==> src/rtl/lsu_if.sv <==
// Request, response and data-memory signals of the load/store unit.
// The execute stage and the memory model sit on the master side.
interface lsu_if;
  logic        req_valid;
  logic        req_ready;
  logic        req_we;
  logic [2:0]  req_func3;
  logic [31:0] req_addr;
  logic [31:0] req_wdata;
  logic        resp_valid;
  logic        resp_ready;
  logic [31:0] resp_rdata;
  logic        resp_err;
  logic        mem_en;
  logic        mem_we;
  logic [29:0] mem_addr;
  logic [3:0]  mem_be;
  logic [31:0] mem_wdata;
  logic [31:0] mem_rdata;

  modport slave (
    input  req_valid, req_we, req_func3, req_addr, req_wdata, resp_ready, mem_rdata,
    output req_ready, resp_valid, resp_rdata, resp_err,
    output mem_en, mem_we, mem_addr, mem_be, mem_wdata
  );

  modport master (
    output req_valid, req_we, req_func3, req_addr, req_wdata, resp_ready, mem_rdata,
    input  req_ready, resp_valid, resp_rdata, resp_err,
    input  mem_en, mem_we, mem_addr, mem_be, mem_wdata
  );
endinterface

==> src/rtl/lsu.sv <==
// Load/store unit: one request at a time, alignment/legality/range checks,
// byte-lane conversion to a single-cycle synchronous word memory.
module lsu #(
  parameter int unsigned MEM_WORDS = 40
) (
  input logic  clk,
  input logic  rst,
  lsu_if.slave bus
);
  typedef enum logic [1:0] {IDLE, MEM, LWAIT, RESP} state_t;

  state_t      state, state_n;
  logic        we_q;
  logic [2:0]  func3_q;
  logic [31:0] addr_q;
  logic [31:0] wdata_q;
  logic [31:0] data_q;
  logic        err_q;
  logic        req_bad;
  logic [31:0] lane;
  logic [31:0] load_ext;
  logic [3:0]  store_be;
  logic        req_ready, resp_valid, mem_en, mem_we;
  logic [3:0]  mem_be;

  always_comb begin
    req_bad = 1'b0;
    case (bus.req_func3)
      3'b000, 3'b100: req_bad = 1'b0;
      3'b001, 3'b101: req_bad = bus.req_addr[0];
      3'b010:         req_bad = (bus.req_addr[1:0] != 2'b00);
      default:        req_bad = 1'b1;
    endcase
    if (bus.req_func3[2] && bus.req_we)
      req_bad = 1'b1;
    if (bus.req_addr[31:2] >= 30'(MEM_WORDS))
      req_bad = 1'b1;
  end

  always_comb begin
    store_be = 4'b1111;
    if (we_q) begin
      case (func3_q[1:0])
        2'b00:   store_be = 4'b0001 << addr_q[1:0];
        2'b01:   store_be = addr_q[1] ? 4'b1100 : 4'b0011;
        default: store_be = 4'b1111;
      endcase
    end
  end

  always_comb begin
    lane     = data_q >> {addr_q[1:0], 3'b000};
    load_ext = data_q;
    case (func3_q)
      3'b000:  load_ext = {{24{lane[7]}}, lane[7:0]};
      3'b100:  load_ext = {24'h0, lane[7:0]};
      3'b001:  load_ext = {{16{lane[15]}}, lane[15:0]};
      3'b101:  load_ext = {16'h0, lane[15:0]};
      default: load_ext = data_q;
    endcase
  end

  always_ff @(posedge clk or posedge rst) begin
    if (rst) state <= IDLE;
    else     state <= state_n;
  end

  // Strobes are gated by rst so an in-flight MEM cycle is killed before the next edge.
  always_comb begin
    state_n    = state;
    req_ready  = 1'b0;
    resp_valid = 1'b0;
    mem_en     = 1'b0;
    mem_we     = 1'b0;
    mem_be     = '0;
    if (!rst) begin
      case (state)
        IDLE: begin
          req_ready = 1'b1;
          if (bus.req_valid) state_n = req_bad ? RESP : MEM;
        end
        MEM: begin
          mem_en  = 1'b1;
          mem_we  = we_q;
          mem_be  = store_be;
          state_n = we_q ? RESP : LWAIT;
        end
        LWAIT: state_n = RESP;
        RESP: begin
          resp_valid = 1'b1;
          if (bus.resp_ready) state_n = IDLE;
        end
        default: state_n = IDLE;
      endcase
    end
  end

  always_ff @(posedge clk or posedge rst) begin
    if (rst) begin
      we_q    <= 1'b0;
      func3_q <= '0;
      addr_q  <= '0;
      wdata_q <= '0;
      data_q  <= '0;
      err_q   <= 1'b0;
    end else begin
      if (state == IDLE && bus.req_valid) begin
        we_q    <= bus.req_we;
        func3_q <= bus.req_func3;
        addr_q  <= bus.req_addr;
        wdata_q <= bus.req_wdata;
        err_q   <= req_bad;
      end
      if (state == LWAIT) data_q <= bus.mem_rdata;
    end
  end

  always_comb begin
    case (func3_q[1:0])
      2'b00:   bus.mem_wdata = {4{wdata_q[7:0]}};
      2'b01:   bus.mem_wdata = {2{wdata_q[15:0]}};
      default: bus.mem_wdata = wdata_q;
    endcase
  end

  assign bus.req_ready  = req_ready;
  assign bus.resp_valid = resp_valid;
  assign bus.resp_err   = resp_valid & err_q;
  assign bus.resp_rdata = (resp_valid && !we_q && !err_q) ? load_ext : '0;
  assign bus.mem_en     = mem_en;
  assign bus.mem_we     = mem_we;
  assign bus.mem_be     = mem_be;
  assign bus.mem_addr   = addr_q[31:2];
endmodule

==> src/flat_wrapper.sv <==
// flat-port wrapper written by rule: the top's interface ports become plain ports
module lsu_flat 
#(
  parameter int unsigned MEM_WORDS = 40
)
  (clk, rst, bus_req_valid, bus_req_we, bus_req_func3, bus_req_addr, bus_req_wdata, bus_resp_ready, bus_mem_rdata, bus_req_ready, bus_resp_valid, bus_resp_rdata, bus_resp_err, bus_mem_en, bus_mem_we, bus_mem_addr, bus_mem_be, bus_mem_wdata);
  lsu_if bus_i ();
  input logic clk;
  input logic rst;
  input wire logic [$bits(bus_i.req_valid)-1:0] bus_req_valid;
  input wire logic [$bits(bus_i.req_we)-1:0] bus_req_we;
  input wire logic [$bits(bus_i.req_func3)-1:0] bus_req_func3;
  input wire logic [$bits(bus_i.req_addr)-1:0] bus_req_addr;
  input wire logic [$bits(bus_i.req_wdata)-1:0] bus_req_wdata;
  input wire logic [$bits(bus_i.resp_ready)-1:0] bus_resp_ready;
  input wire logic [$bits(bus_i.mem_rdata)-1:0] bus_mem_rdata;
  output wire logic [$bits(bus_i.req_ready)-1:0] bus_req_ready;
  output wire logic [$bits(bus_i.resp_valid)-1:0] bus_resp_valid;
  output wire logic [$bits(bus_i.resp_rdata)-1:0] bus_resp_rdata;
  output wire logic [$bits(bus_i.resp_err)-1:0] bus_resp_err;
  output wire logic [$bits(bus_i.mem_en)-1:0] bus_mem_en;
  output wire logic [$bits(bus_i.mem_we)-1:0] bus_mem_we;
  output wire logic [$bits(bus_i.mem_addr)-1:0] bus_mem_addr;
  output wire logic [$bits(bus_i.mem_be)-1:0] bus_mem_be;
  output wire logic [$bits(bus_i.mem_wdata)-1:0] bus_mem_wdata;
  assign bus_i.req_valid = bus_req_valid;
  assign bus_i.req_we = bus_req_we;
  assign bus_i.req_func3 = bus_req_func3;
  assign bus_i.req_addr = bus_req_addr;
  assign bus_i.req_wdata = bus_req_wdata;
  assign bus_i.resp_ready = bus_resp_ready;
  assign bus_i.mem_rdata = bus_mem_rdata;
  assign bus_req_ready = bus_i.req_ready;
  assign bus_resp_valid = bus_i.resp_valid;
  assign bus_resp_rdata = bus_i.resp_rdata;
  assign bus_resp_err = bus_i.resp_err;
  assign bus_mem_en = bus_i.mem_en;
  assign bus_mem_we = bus_i.mem_we;
  assign bus_mem_addr = bus_i.mem_addr;
  assign bus_mem_be = bus_i.mem_be;
  assign bus_mem_wdata = bus_i.mem_wdata;
  lsu #(.MEM_WORDS(MEM_WORDS)) u_core (.clk(clk), .rst(rst), .bus(bus_i));
endmodule
==> config.mk <==
export PLATFORM = sky130hd
export DESIGN_NAME = lsu_flat
export DESIGN_NICKNAME = d
export VERILOG_FILES = /design/src/rtl/lsu_if.sv /design/src/rtl/lsu.sv /design/src/flat_wrapper.sv
export SDC_FILE = /design/constraint.sdc
export NUM_CORES = 1
export LEC_CHECK = 0
export BUFFER_PORTS_ARGS = -buffer_cell sky130_fd_sc_hd__clkbuf_2
export CORE_ASPECT_RATIO = 1.25
export CORE_MARGIN = 1.5
export CORE_UTILIZATION = 30
export CTS_CLUSTER_DIAMETER = 30
export DETAILED_ROUTE_END_ITERATION = 8
export MAX_ROUTING_LAYER = met4
export SYNTH_ARGS = -nofsm -noshare
export SYNTH_HDL_FRONTEND = slang
export SYNTH_SLANG_ARGS = --single-unit
==> constraint.sdc <==
create_clock -name clk -period 8.8 [get_ports clk]
set_input_delay 2.64 -clock clk [delete_from_list [all_inputs] [get_ports clk]]
set_output_delay 2.64 -clock clk [all_outputs]
set_load 0.01 [all_outputs]
==> tab_implementation.tex, run 1 <==
\begin{tabular}{lr}
\hline
Metric & Value \\
\hline
\multicolumn{2}{l}{\textbf{Critical path}} \\
\quad Data arrival time at the worst-slack endpoint & 4.75 ns \\
\quad Critical path data required time & 6.16 ns \\
\quad Endpoint type of the worst setup path & primary output \\
\quad Max stage delay on crit path & 0.95 ns \\
\quad Reg-to-reg setup timing slack & 6.69 ns \\
\quad Critical Path Stages & 6 \\
\quad Number of cell instances on the worst register-to-register path & 5 \\
\quad Crit Path Category & input port to primary output \\
\quad Critical path's top delay family & simple AND/OR/NAND/NOR gates \\
\quad Critical path capture point & bus\_resp\_rdata[20] \\
\quad Worst reg2reg path startpoint & u\_core.state[0] \\
\quad CP Launch Point & rst \\
\quad Critical path buffers and inverters & 2 \\
\quad Sequence of cells on the critical path & clkbuf\_2, nor2b\_1, nand2\_1, nor2\_1, a21o\_1, clkbuf\_2 \\
\quad Endpoint of the lowest-slack register-to-register path & u\_core.wdata\_q[22] \\
\quad Startpoint type of the worst setup path & input port \\
\quad Max FO, Critical Path & 18 \\
\quad Cell repeated most along the worst path & sky130\_fd\_sc\_hd\_\_clkbuf\_2 \\
\quad Worst-path cell with the longest stage delay & sky130\_fd\_sc\_hd\_\_nor2\_1 \\
\multicolumn{2}{l}{\textbf{STA}} \\
\quad Fin crit share & 84.0\% \\
\quad Post-layout minimum cycle time & 7.39 ns \\
\quad Final count of pins violating max slew & 0 \\
\quad Setup Skew & 0.00815 ns \\
\quad Total negative slack & 0 ns \\
\quad Setup violators final & 0 \\
\quad Worst slack on hold paths & 0.505 ns \\
\quad Relative slew margins & 28.1\% \\
\quad Unrepaired setup endpoints after global routing & no \\
\quad Worst slew pin tran & 1.08 ns \\
\quad Maximum operating frequency & 135 MHz \\
\quad Hold violation count in the final report & 0 \\
\multicolumn{2}{l}{\textbf{Run}} \\
\quad MaxCap Viol Count & 0 \\
\multicolumn{2}{l}{\textbf{Logic synthesis}} \\
\quad Fraction of synthesis flops using an asynchronous set or reset pin & 100\% \\
\quad Summed instance area of the synthesized netlist & 0.00550 mm2 \\
\quad Sequential share of the synthesized area & 46.8\% \\
\quad Post-Syn Instances & 458 \\
\quad Top FF cell, synth & sky130\_fd\_sc\_hd\_\_dfrtp\_1 \\
\quad Synthesized Nets & 567 \\
\quad Synth warnings & 0 \\
\quad Mapped Avg Cell Area & 12.0 um2 \\
\quad Post-synthesis sequential element count & 103 \\
\quad Post-synth EDFFs & 0 \\
\quad Count of distinct cell types in the synthesized netlist & 40 \\
\multicolumn{2}{l}{\textbf{Layout}} \\
\quad Area occupied by multi-input gates & 0.00248 mm2 \\
\quad Layout overhead on the synthesized area & 22.5\% \\
\quad Final-layout fill cell count & 1,801 \\
\quad Nets@finish & 722 \\
\quad Share of layout cells above drive strength 1 & 57.9\% \\
\quad N\_diodes & 0 \\
\quad Area taken by flip-flops and latches & 0.00258 mm2 \\
\multicolumn{2}{l}{\textbf{Status}} \\
\quad Status & finished clean \\
\multicolumn{2}{l}{\textbf{Clocking}} \\
\quad Worst-path clk slew & 0.07 ns \\
\quad Hold-fix buffers at CTS & 0 \\
\quad CTS max path bufs & 2 \\
\quad Clock buffer count from CTS & 9 \\
\quad Clock root buffer master & sky130\_fd\_sc\_hd\_\_clkbuf\_16 \\
\quad Number of buffers added for setup after CTS & 0 \\
\quad Clock network latency to the later pin of the worst-skew pair & 0.36 ns \\
\quad Clock sinks & 103 \\
\quad Post-cts repair resize count & 0 \\
\quad Clock tree from TritonCTS & yes \\
\quad Number of H-tree levels & 3 \\
\multicolumn{2}{l}{\textbf{Detailed routing}} \\
\quad Wire length per cell after detailed routing & 16.8 um \\
\quad DR pass1 iterations & 4 \\
\quad \# DRC & 0 \\
\quad Via density per instance & 4.92 \\
\quad Via count & 4,160 \\
\quad DRT Wirelength & 14.2 mm \\
\quad ANT nets after route & 0 \\
\quad Starting DRT DRC Count & 207 \\
\multicolumn{2}{l}{\textbf{Global route}} \\
\quad Overall global routing resource usage & 15.3\% \\
\quad Wire length of the first global-routing pass & 22.0 mm \\
\quad Maximum number of pins on one net before global-route repair & 69 \\
\quad Leftover overflow at the end of global routing & 0 \\
\quad Number of global-route vias before repair & 4,359 \\
\quad Antenna violations before repair & 0 \\
\multicolumn{2}{l}{\textbf{Die}} \\
\quad Area enclosed by the die boundary & 0.0192 mm2 \\
\quad Vertical die dimension & 154 um \\
\quad Die Width & 124 um \\
\quad Initial Util & 30.5\% \\
\quad Core outline area & 0.0180 mm2 \\
\quad Io pins & 207 \\
\quad FP Rows & 55 \\
\multicolumn{2}{l}{\textbf{Worst hold path}} \\
\quad Path class of the lowest-slack min-delay path & flip-flop to flip-flop \\
\multicolumn{2}{l}{\textbf{Power}} \\
\quad P\_leak & 0.00333 uW \\
\quad Worst VDD drop & 0.185 mV \\
\quad Total power divided by cell area & 375 mW/mm2 \\
\multicolumn{2}{l}{\textbf{Placement}} \\
\quad Number of buffer cells added on primary ports & 206 \\
\quad Hpwl dp & 10.6 mm \\
\quad Global placement routability congestion & 0.809 \\
\hline
\end{tabular}
## per-stage QoR
stage	utilization (%)	setup WS [ns]	power [uW]	cell area (um2)	cells
4_1_cts	37.4	1.39	2560	6740	845
5_1_grt	37.4	1.19	2710	6740	845
3_3_place_gp	35.7	1.46	2100	6440	830
3_5_place_dp	35.7	1.39	2140	6440	830
2_1_floorplan	-	0.615	1860	5500	458
6_report	37.4	1.41	2530	6740	845
## layer usage
layer,track usage (%),up-vias,wire length [um],part of all wire (%)
met4,6.39,0,258,1.8
met5,-,-,0,0
met3,2.65,16,703,4.9
met2,25.4,156,7190,51
met1,18.2,2051,6050,43
li1,-,1937,-,-
## worst register-to-register path, cell delays in order (launching register included)
cell and delay (ns):
sky130_fd_sc_hd__dfrtp_1 0.39, sky130_fd_sc_hd__inv_1 0.12, sky130_fd_sc_hd__ha_1 0.28, sky130_fd_sc_hd__nand2_2 0.07, sky130_fd_sc_hd__buf_4 0.63, sky130_fd_sc_hd__mux2_2 0.51
## layout make-up
class | instances | share of cell area, %
flip-flops and latches | 103 | 38.2
multi-input cells | 281 | 36.8
repair buffers | 209 | 15.6
well taps | 228 | 4.23
clock buffers | 10 | 3.54
clock inverters | 5 | 0.983
inverters | 9 | 0.538
## synth_stat cells (all sizes together), types with 8 or more instances
library cell	number	area share [%]
o21ai	15	1.4
dfrtp	103	47
nand2	12	0.82
a22oi	8	1.1
nor2	20	1.4
buf	52	6.6
a21oi	16	1.5
clkbuf	13	0.89
mux2i	10	1.8
inv	9	0.61
a21o	16	2.2
mux2	124	25
## cells in the final DEF, fill, tap and decap left out, drive strengths merged, types with 2 or more instances in the layout
cell     count
a2bb2oi      7
a21o        16
mux2       124
a22oi        8
o21ai       15
a31oi        2
o21a         7
nand2       12
nor4         6
dfrtp      103
nor2        20
buf          3
nor3         2
a222oi       7
clkbuf     216
ha           5
mux2i       10
o21bai       3
a21oi       16
nor2b        6
inv         11
nand4        2
## registers in the layout, indices dropped and copies added (netlist names)
register	cells
u_core.err_q	1
u_core.we_q	1
u_core.state	2
u_core.addr_q	32
u_core.data_q	32
u_core.wdata_q	32
u_core.func3_q	3
## cells by family after synthesis
group                    count (synthesis)  share of synthesized area (%)
XOR/XNOR                                 1                          0.159
flip-flops                             103                           46.8
adder cells (fa/ha/maj)                  5                           1.14
buffers and inverters                   74                           8.09
multiplexers                           135                           27.6
AO/OA/AOI/OAI                           85                           11.0
AND/OR/NAND/NOR                         55                           5.14
## report_power, final
part,switching (uW),internal (uW)
logic,497,627
clock network,185,230
registers,275,716
## worst min path at each step
stage                       start                  to  cells past startpoint
4_1_cts        u_core.wdata_q[17]  u_core.wdata_q[17]                      1
3_3_place_gp   u_core.wdata_q[18]  u_core.wdata_q[18]                      1
6_report       u_core.wdata_q[17]  u_core.wdata_q[17]                      1
2_1_floorplan  u_core.wdata_q[23]  u_core.wdata_q[23]                      1
5_1_grt         u_core.addr_q[15]   u_core.addr_q[15]                      1
3_5_place_dp   u_core.wdata_q[17]  u_core.wdata_q[17]                      1
(Power assumes the default switching activity.)
==> run 2: changes to the inputs <==
==> constraint.sdc (replaced) <==
create_clock -name clk -period 7.2 [get_ports clk]
set_input_delay 2.16 -clock clk [delete_from_list [all_inputs] [get_ports clk]]
set_output_delay 2.16 -clock clk [all_outputs]
set_load 0.01 [all_outputs]
==> tab_implementation.tex, run 2 (synthesis gave the netlist of run 1 again) <==
\begin{tabular}{lr}
\hline
Metric & Value \\
\hline
\multicolumn{2}{l}{\textbf{Layout}} \\
\quad Layout overhead on the synthesized area & 22.2\% \\
\quad N\_diodes & 0 \\
\quad Share of layout cells above drive strength 1 & 57.9\% \\
\quad Top library cells by usage in the layout, fill and taps aside & sky130\_fd\_sc\_hd\_\_clkbuf\_2 (206), sky130\_fd\_sc\_hd\_\_mux2\_2 (124), sky130\_fd\_sc\_hd\_\_dfrtp\_1 (102), sky130\_fd\_sc\_hd\_\_nor2\_1 (19) \\
\quad Final-layout fill cell count & 1,810 \\
\quad Largest registers & u\_core.addr\_q: 32 flops, u\_core.data\_q: 32 flops, u\_core.wdata\_q: 32 flops \\
\quad Cell area after layout & 0.00673 mm2 \\
\quad Nets@finish & 723 \\
\quad Area occupied by multi-input gates & 0.00248 mm2 \\
\quad Core occupancy in the finished layout & 37.3\% \\
\quad Commonest non-fill, non-tap cell in the layout & sky130\_fd\_sc\_hd\_\_clkbuf\_2 \\
\quad Area taken by flip-flops and latches & 0.00258 mm2 \\
\multicolumn{2}{l}{\textbf{Die}} \\
\quad Area enclosed by the die boundary & 0.0192 mm2 \\
\quad FP Rows & 55 \\
\quad Vertical die dimension & 154 um \\
\quad Initial Util & 30.5\% \\
\quad Io pins & 207 \\
\quad Die Width & 124 um \\
\quad Core outline area & 0.0180 mm2 \\
\multicolumn{2}{l}{\textbf{Clocking}} \\
\quad Number of H-tree levels & 3 \\
\quad Worst-path clk slew & 0.07 ns \\
\quad Clock buffer count from CTS & 9 \\
\quad Post-cts repair resize count & 0 \\
\quad Clock sinks & 103 \\
\quad Clock root buffer master & sky130\_fd\_sc\_hd\_\_clkbuf\_16 \\
\quad Clock network latency to the later pin of the worst-skew pair & 0.34 ns \\
\quad CTS max path bufs & 2 \\
\quad Number of buffers added for setup after CTS & 0 \\
\quad Clock tree from TritonCTS & yes \\
\quad Hold-fix buffers at CTS & 0 \\
\multicolumn{2}{l}{\textbf{Detailed routing}} \\
\quad \# DRC & 0 \\
\quad Via density per instance & 4.91 \\
\quad Via count & 4,150 \\
\quad Starting DRT DRC Count & 240 \\
\quad DR pass1 iterations & 5 \\
\quad ANT nets after route & 0 \\
\quad Wire length per cell after detailed routing & 17.0 um \\
\quad DRT Wirelength & 14.4 mm \\
\multicolumn{2}{l}{\textbf{Placement}} \\
\quad Total cell area at the placement stage & 0.00645 mm2 \\
\quad Global placement routability congestion & 0.760 \\
\quad Hpwl dp & 10.6 mm \\
\quad Post-Place Worst Slack & 0.780 ns \\
\quad Number of buffer cells added on primary ports & 206 \\
\multicolumn{2}{l}{\textbf{STA}} \\
\quad Maximum operating frequency & 157 MHz \\
\quad Total negative slack & 0 ns \\
\quad Fin crit share & 88.6\% \\
\quad Setup slack of the critical path after layout & 0.824 ns \\
\quad Worst slew pin tran & 1.03 ns \\
\quad Post-layout minimum cycle time & 6.38 ns \\
\quad Setup violators final & 0 \\
\quad Unrepaired setup endpoints after global routing & no \\
\quad Final count of pins violating max slew & 0 \\
\quad Relative slew margins & 31.4\% \\
\quad Worst slack on hold paths & 0.508 ns \\
\quad Setup Skew & 0.00631 ns \\
\quad Hold violation count in the final report & 0 \\
\multicolumn{2}{l}{\textbf{Critical path}} \\
\quad Endpoint type of the worst setup path & primary output \\
\quad Crit Path Category & input port to primary output \\
\quad Cell repeated most along the worst path & sky130\_fd\_sc\_hd\_\_clkbuf\_2 \\
\quad Worst reg2reg path startpoint & u\_core.state[0] \\
\quad Worst-path cell with the longest stage delay & sky130\_fd\_sc\_hd\_\_a2111oi\_4 \\
\quad Max FO, Critical Path & 18 \\
\quad Sequence of cells on the critical path & clkbuf\_2, nor2b\_1, nand2\_1, a2111oi\_4, a21o\_1, clkbuf\_2 \\
\quad Data arrival time at the worst-slack endpoint & 4.22 ns \\
\quad CP Launch Point & rst \\
\quad Critical path data required time & 5.04 ns \\
\quad Max stage delay on crit path & 0.97 ns \\
\quad Startpoint type of the worst setup path & input port \\
\multicolumn{2}{l}{\textbf{Power}} \\
\quad Total power divided by cell area & 457 mW/mm2 \\
\quad P\_leak & 0.00331 uW \\
\quad Worst VDD drop & 0.241 mV \\
\multicolumn{2}{l}{\textbf{Global route}} \\
\quad Leftover overflow at the end of global routing & 0 \\
\quad Overall global routing resource usage & 15.6\% \\
\quad Wire length of the first global-routing pass & 22.5 mm \\
\quad Maximum number of pins on one net before global-route repair & 72 \\
\quad Antenna violations before repair & 0 \\
\quad Number of global-route vias before repair & 4,283 \\
\multicolumn{2}{l}{\textbf{Status}} \\
\quad Status & finished clean \\
\multicolumn{2}{l}{\textbf{Worst hold path}} \\
\quad Path class of the lowest-slack min-delay path & flip-flop to flip-flop \\
\quad Worst min-delay path startpoint & u\_core.wdata\_q[19] \\
\multicolumn{2}{l}{\textbf{Run}} \\
\quad MaxCap Viol Count & 0 \\
\hline
\end{tabular}
==> run 2: cell count changes in the layout (fill, tap and decap cells not counted), sizes merged <==
| cell | previous run | this run |
|---|---|---|
| buf | 3 | 4 |
| bufinv | 1 | 0 |
| clkbuf | 216 | 215 |
| clkinvlp | 1 | 3 |
==> run 2: worst max-delay path: cells and delay by family <==
| family | cells | cell delay, ns |
|---|---|---|
| compound gates | 2 | 1.13 |
| simple gates | 2 | 0.66 |
| buf+inv | 2 | 0.26 |
==> run 2: final cells by class <==
cell class | count | share of cell area (%)
Timing Repair Buffer | 210 | 15.8
Clock inverter | 6 | 0.818
Tap cell | 228 | 4.24
Inverter | 9 | 0.558
Sequential cell | 103 | 38.3
Clock buffer | 9 | 3.35
Multi-Input combinational cell | 281 | 36.9
==> run 2: worst paths after layout <==
kind / cells after the start / slack [ns] / endpoint
worst max-delay path: 6 / 0.82 / bus_resp_rdata[20]
worst min-delay path: 1 / 0.51 / u_core.wdata_q[19]
worst max register to register: 5 / 5.07 / u_core.wdata_q[21]
worst min register to register: 1 / 0.51 / u_core.wdata_q[19]
max in group asynchronous: 3 / 4.39 / u_core.func3_q[1]
min in group asynchronous: 3 / 1.98 / u_core.wdata_q[23]
==> run 2: power breakdown <==
| group | switching (uW) | leakage [uW] | internal [uW] |
|---|---|---|---|
| logic | 618 | 0.00197 | 767 |
| registers | 341 | 0.00121 | 874 |
| clock network | 235 | 0.000132 | 240 |
| total | 1190 | 0.00331 | 1880 |
==> run 2: routing by layer <==
metal	vias up	wire length, um	track usage [%]	part of all wire [%]
met3	7	822	3.69	5.7
met1	2050	6250	19.1	43
met4	0	138	3.57	0.96
li1	1939	-	-	-
met5	-	0	-	0
met2	154	7170	25.8	50
==> run 2: stage by stage <==
step           power (uW)  instances
2_1_floorplan        2270        458
3_3_place_gp         2580        831
3_5_place_dp         2620        831
4_1_cts              3110        846
5_1_grt              3300        846
6_report             3080        846
==> run 3: changes to the inputs <==
--- a/config.mk
+++ b/config.mk
@@ -7,11 +7,11 @@
 export LEC_CHECK = 0
 export BUFFER_PORTS_ARGS = -buffer_cell sky130_fd_sc_hd__clkbuf_2
 export CORE_ASPECT_RATIO = 1.25
-export CORE_MARGIN = 1.5
 export CORE_UTILIZATION = 30
 export CTS_CLUSTER_DIAMETER = 30
 export DETAILED_ROUTE_END_ITERATION = 8
 export MAX_ROUTING_LAYER = met4
+export SLEW_MARGIN = 20
 export SYNTH_ARGS = -nofsm -noshare
 export SYNTH_HDL_FRONTEND = slang
 export SYNTH_SLANG_ARGS = --single-unit
==> tab_implementation.tex, run 3 (synthesis gave the netlist of run 1 again) <==
\begin{tabular}{lr}
\hline
Metric & Value \\
\hline
\multicolumn{2}{l}{\textbf{Status}} \\
\quad Status & finished clean \\
\multicolumn{2}{l}{\textbf{Power}} \\
\quad Sw frac & 39.0\% \\
\quad Combinational cell fraction of total power & 46.7\% \\
\quad Part of the total power dissipated in sequential elements & 37.8\% \\
\quad P\_leak & 0.00333 uW \\
\quad NetSw & 1210 uW \\
\quad Worst VDD drop & 0.197 mV \\
\quad Clk pwr share & 15.5\% \\
\quad Cell internal pwr & 1890 uW \\
\quad Total power divided by cell area & 459 mW/mm2 \\
\multicolumn{2}{l}{\textbf{Placement}} \\
\quad Instance count after placement with tap cells included & 832 \\
\quad Hpwl dp & 10.6 mm \\
\quad Global placement routability congestion & 0.781 \\
\quad Number of buffer cells added on primary ports & 206 \\
\multicolumn{2}{l}{\textbf{Global route}} \\
\quad Maximum number of pins on one net before global-route repair & 69 \\
\quad Antenna violations before repair & 0 \\
\quad Overall global routing resource usage & 16.0\% \\
\quad Number of global-route vias before repair & 4,406 \\
\quad Wire length of the first global-routing pass & 22.7 mm \\
\quad Leftover overflow at the end of global routing & 0 \\
\multicolumn{2}{l}{\textbf{Clocking}} \\
\quad Clock root buffer master & sky130\_fd\_sc\_hd\_\_clkbuf\_16 \\
\quad Clock tree from TritonCTS & yes \\
\quad Hold-fix buffers at CTS & 0 \\
\quad Number of H-tree levels & 3 \\
\quad Clock sinks & 103 \\
\quad Post-cts repair resize count & 0 \\
\quad CTS max path bufs & 2 \\
\quad Clock buffer count from CTS & 9 \\
\quad Worst-path clk slew & 0.08 ns \\
\quad Number of buffers added for setup after CTS & 0 \\
\quad Clock network latency to the later pin of the worst-skew pair & 0.35 ns \\
\multicolumn{2}{l}{\textbf{Critical path}} \\
\quad Critical path data required time & 5.04 ns \\
\quad Reg-to-reg setup timing slack & 5.09 ns \\
\quad Number of cell instances on the worst register-to-register path & 5 \\
\quad Data arrival time at the worst-slack endpoint & 4.27 ns \\
\quad Critical path capture point & bus\_resp\_rdata[17] \\
\quad Worst-path cell with the longest stage delay & sky130\_fd\_sc\_hd\_\_nor2\_1 \\
\quad Max stage delay on crit path & 0.89 ns \\
\quad Endpoint type of the worst setup path & primary output \\
\quad Max FO, Critical Path & 18 \\
\quad Cell repeated most along the worst path & sky130\_fd\_sc\_hd\_\_clkbuf\_2 \\
\quad Startpoint type of the worst setup path & input port \\
\quad CP Launch Point & rst \\
\quad Sequence of cells on the critical path & clkbuf\_2, nor2b\_1, nand2\_1, nor2\_1, a21o\_1, clkbuf\_2 \\
\quad Crit Path Category & input port to primary output \\
\quad Endpoint of the lowest-slack register-to-register path & u\_core.addr\_q[1] \\
\quad Worst reg2reg path startpoint & u\_core.state[0] \\
\multicolumn{2}{l}{\textbf{Layout}} \\
\quad Core occupancy in the finished layout & 37.4\% \\
\quad Nets@finish & 724 \\
\quad Commonest non-fill, non-tap cell in the layout & sky130\_fd\_sc\_hd\_\_clkbuf\_2 \\
\quad Share of layout cells above drive strength 1 & 58.1\% \\
\quad Layout overhead on the synthesized area & 22.6\% \\
\quad N\_diodes & 0 \\
\quad Top library cells by usage in the layout, fill and taps aside & sky130\_fd\_sc\_hd\_\_clkbuf\_2 (206), sky130\_fd\_sc\_hd\_\_mux2\_2 (124), sky130\_fd\_sc\_hd\_\_dfrtp\_1 (102), sky130\_fd\_sc\_hd\_\_nor2\_1 (19) \\
\quad Final std cells w/o fill & 848 \\
\quad Largest registers & u\_core.addr\_q: 32 flops, u\_core.data\_q: 32 flops, u\_core.wdata\_q: 32 flops \\
\multicolumn{2}{l}{\textbf{Detailed routing}} \\
\quad Highest signal layer in the routed design & met4 \\
\quad Via count & 4,157 \\
\quad \# DRC & 0 \\
\quad Via density per instance & 4.90 \\
\quad DR pass1 iterations & 5 \\
\quad DRT Wirelength & 14.5 mm \\
\quad ANT nets after route & 0 \\
\quad Routed length on met2 & 7.32 mm \\
\quad DR WL met3 & 778 um \\
\quad Routed length on met1 & 6.25 mm \\
\quad Wire length per cell after detailed routing & 17.1 um \\
\quad Starting DRT DRC Count & 163 \\
\multicolumn{2}{l}{\textbf{Die}} \\
\quad Initial Util & 30.5\% \\
\quad Core outline area & 0.0180 mm2 \\
\quad Vertical die dimension & 153 um \\
\quad FP Rows & 55 \\
\quad Die Width & 123 um \\
\quad Area enclosed by the die boundary & 0.0189 mm2 \\
\quad Io pins & 207 \\
\multicolumn{2}{l}{\textbf{STA}} \\
\quad Hold violation count in the final report & 0 \\
\quad Maximum operating frequency & 156 MHz \\
\quad Worst slew pin tran & 1.05 ns \\
\quad Final count of pins violating max slew & 0 \\
\quad Relative slew margins & 30.0\% \\
\quad Fin crit share & 89.3\% \\
\quad Post-layout minimum cycle time & 6.43 ns \\
\quad Setup Skew & 0.00926 ns \\
\quad Setup violators final & 0 \\
\quad Unrepaired setup endpoints after global routing & no \\
\quad Total negative slack & 0 ns \\
\multicolumn{2}{l}{\textbf{Worst hold path}} \\
\quad Path class of the lowest-slack min-delay path & flip-flop to flip-flop \\
\multicolumn{2}{l}{\textbf{Run}} \\
\quad MaxCap Viol Count & 0 \\
\hline
\end{tabular}
-- run 3: through the flow --
step | area (um2) | total power, uW | hold slack (ns) | setup WS (ns)
after floorplan | 5510 | 2270 | 0.474 | 0.812
after global placement | 6450 | 2590 | 0.483 | 0.887
after detailed placement | 6450 | 2640 | 0.492 | 0.749
after CTS | 6750 | 3130 | 0.511 | 0.730
after global routing | 6750 | 3320 | 0.528 | 0.511
final | 6750 | 3100 | 0.508 | 0.774
-- run 3: layer usage --
| layer | track usage [%] | up-vias |
|---|---|---|
| met5 | - | - |
| met4 | 4.42 | 0 |
| met3 | 3.32 | 8 |
| met2 | 27.6 | 156 |
| met1 | 18.6 | 2064 |
| li1 | - | 1929 |
-- run 3: how the worst min path moves through the flow --
stage,from,to,depth (start not counted)
final,u_core.wdata_q[16],u_core.wdata_q[16],1
after global routing,u_core.wdata_q[16],u_core.wdata_q[16],1
after CTS,u_core.wdata_q[28],u_core.wdata_q[28],1
after detailed placement,u_core.wdata_q[28],u_core.wdata_q[28],1
after global placement,u_core.wdata_q[18],u_core.wdata_q[18],1
after floorplan,u_core.wdata_q[23],u_core.wdata_q[23],1
-- run 3: power by group through the flow --
stage          clock (uW)  sequential [uW]  combinational (uW)
6_report              480             1170                1450
4_1_cts               499             1170                1460
3_3_place_gp            0             1160                1430
3_5_place_dp            0             1180                1460
5_1_grt               520             1220                1580
2_1_floorplan           0             1030                1240
-- run 3: layout make-up --
class,instances,area (um2)
sequential,103,2580
multi-input combinational,281,2490
fill,1800,11300
tap,228,285
timing repair buffer,211,1070
clock buffer,10,229
inverter,9,37.5
clock inverter,6,62.6
-- run 3: worst max-delay path: cells and delay by family --
family                 cells  cell delay [ns]
AOI/OAI and AO/OA          1             0.23
buffers and inverters      2             0.26
and+or+nand+nor            3             1.61
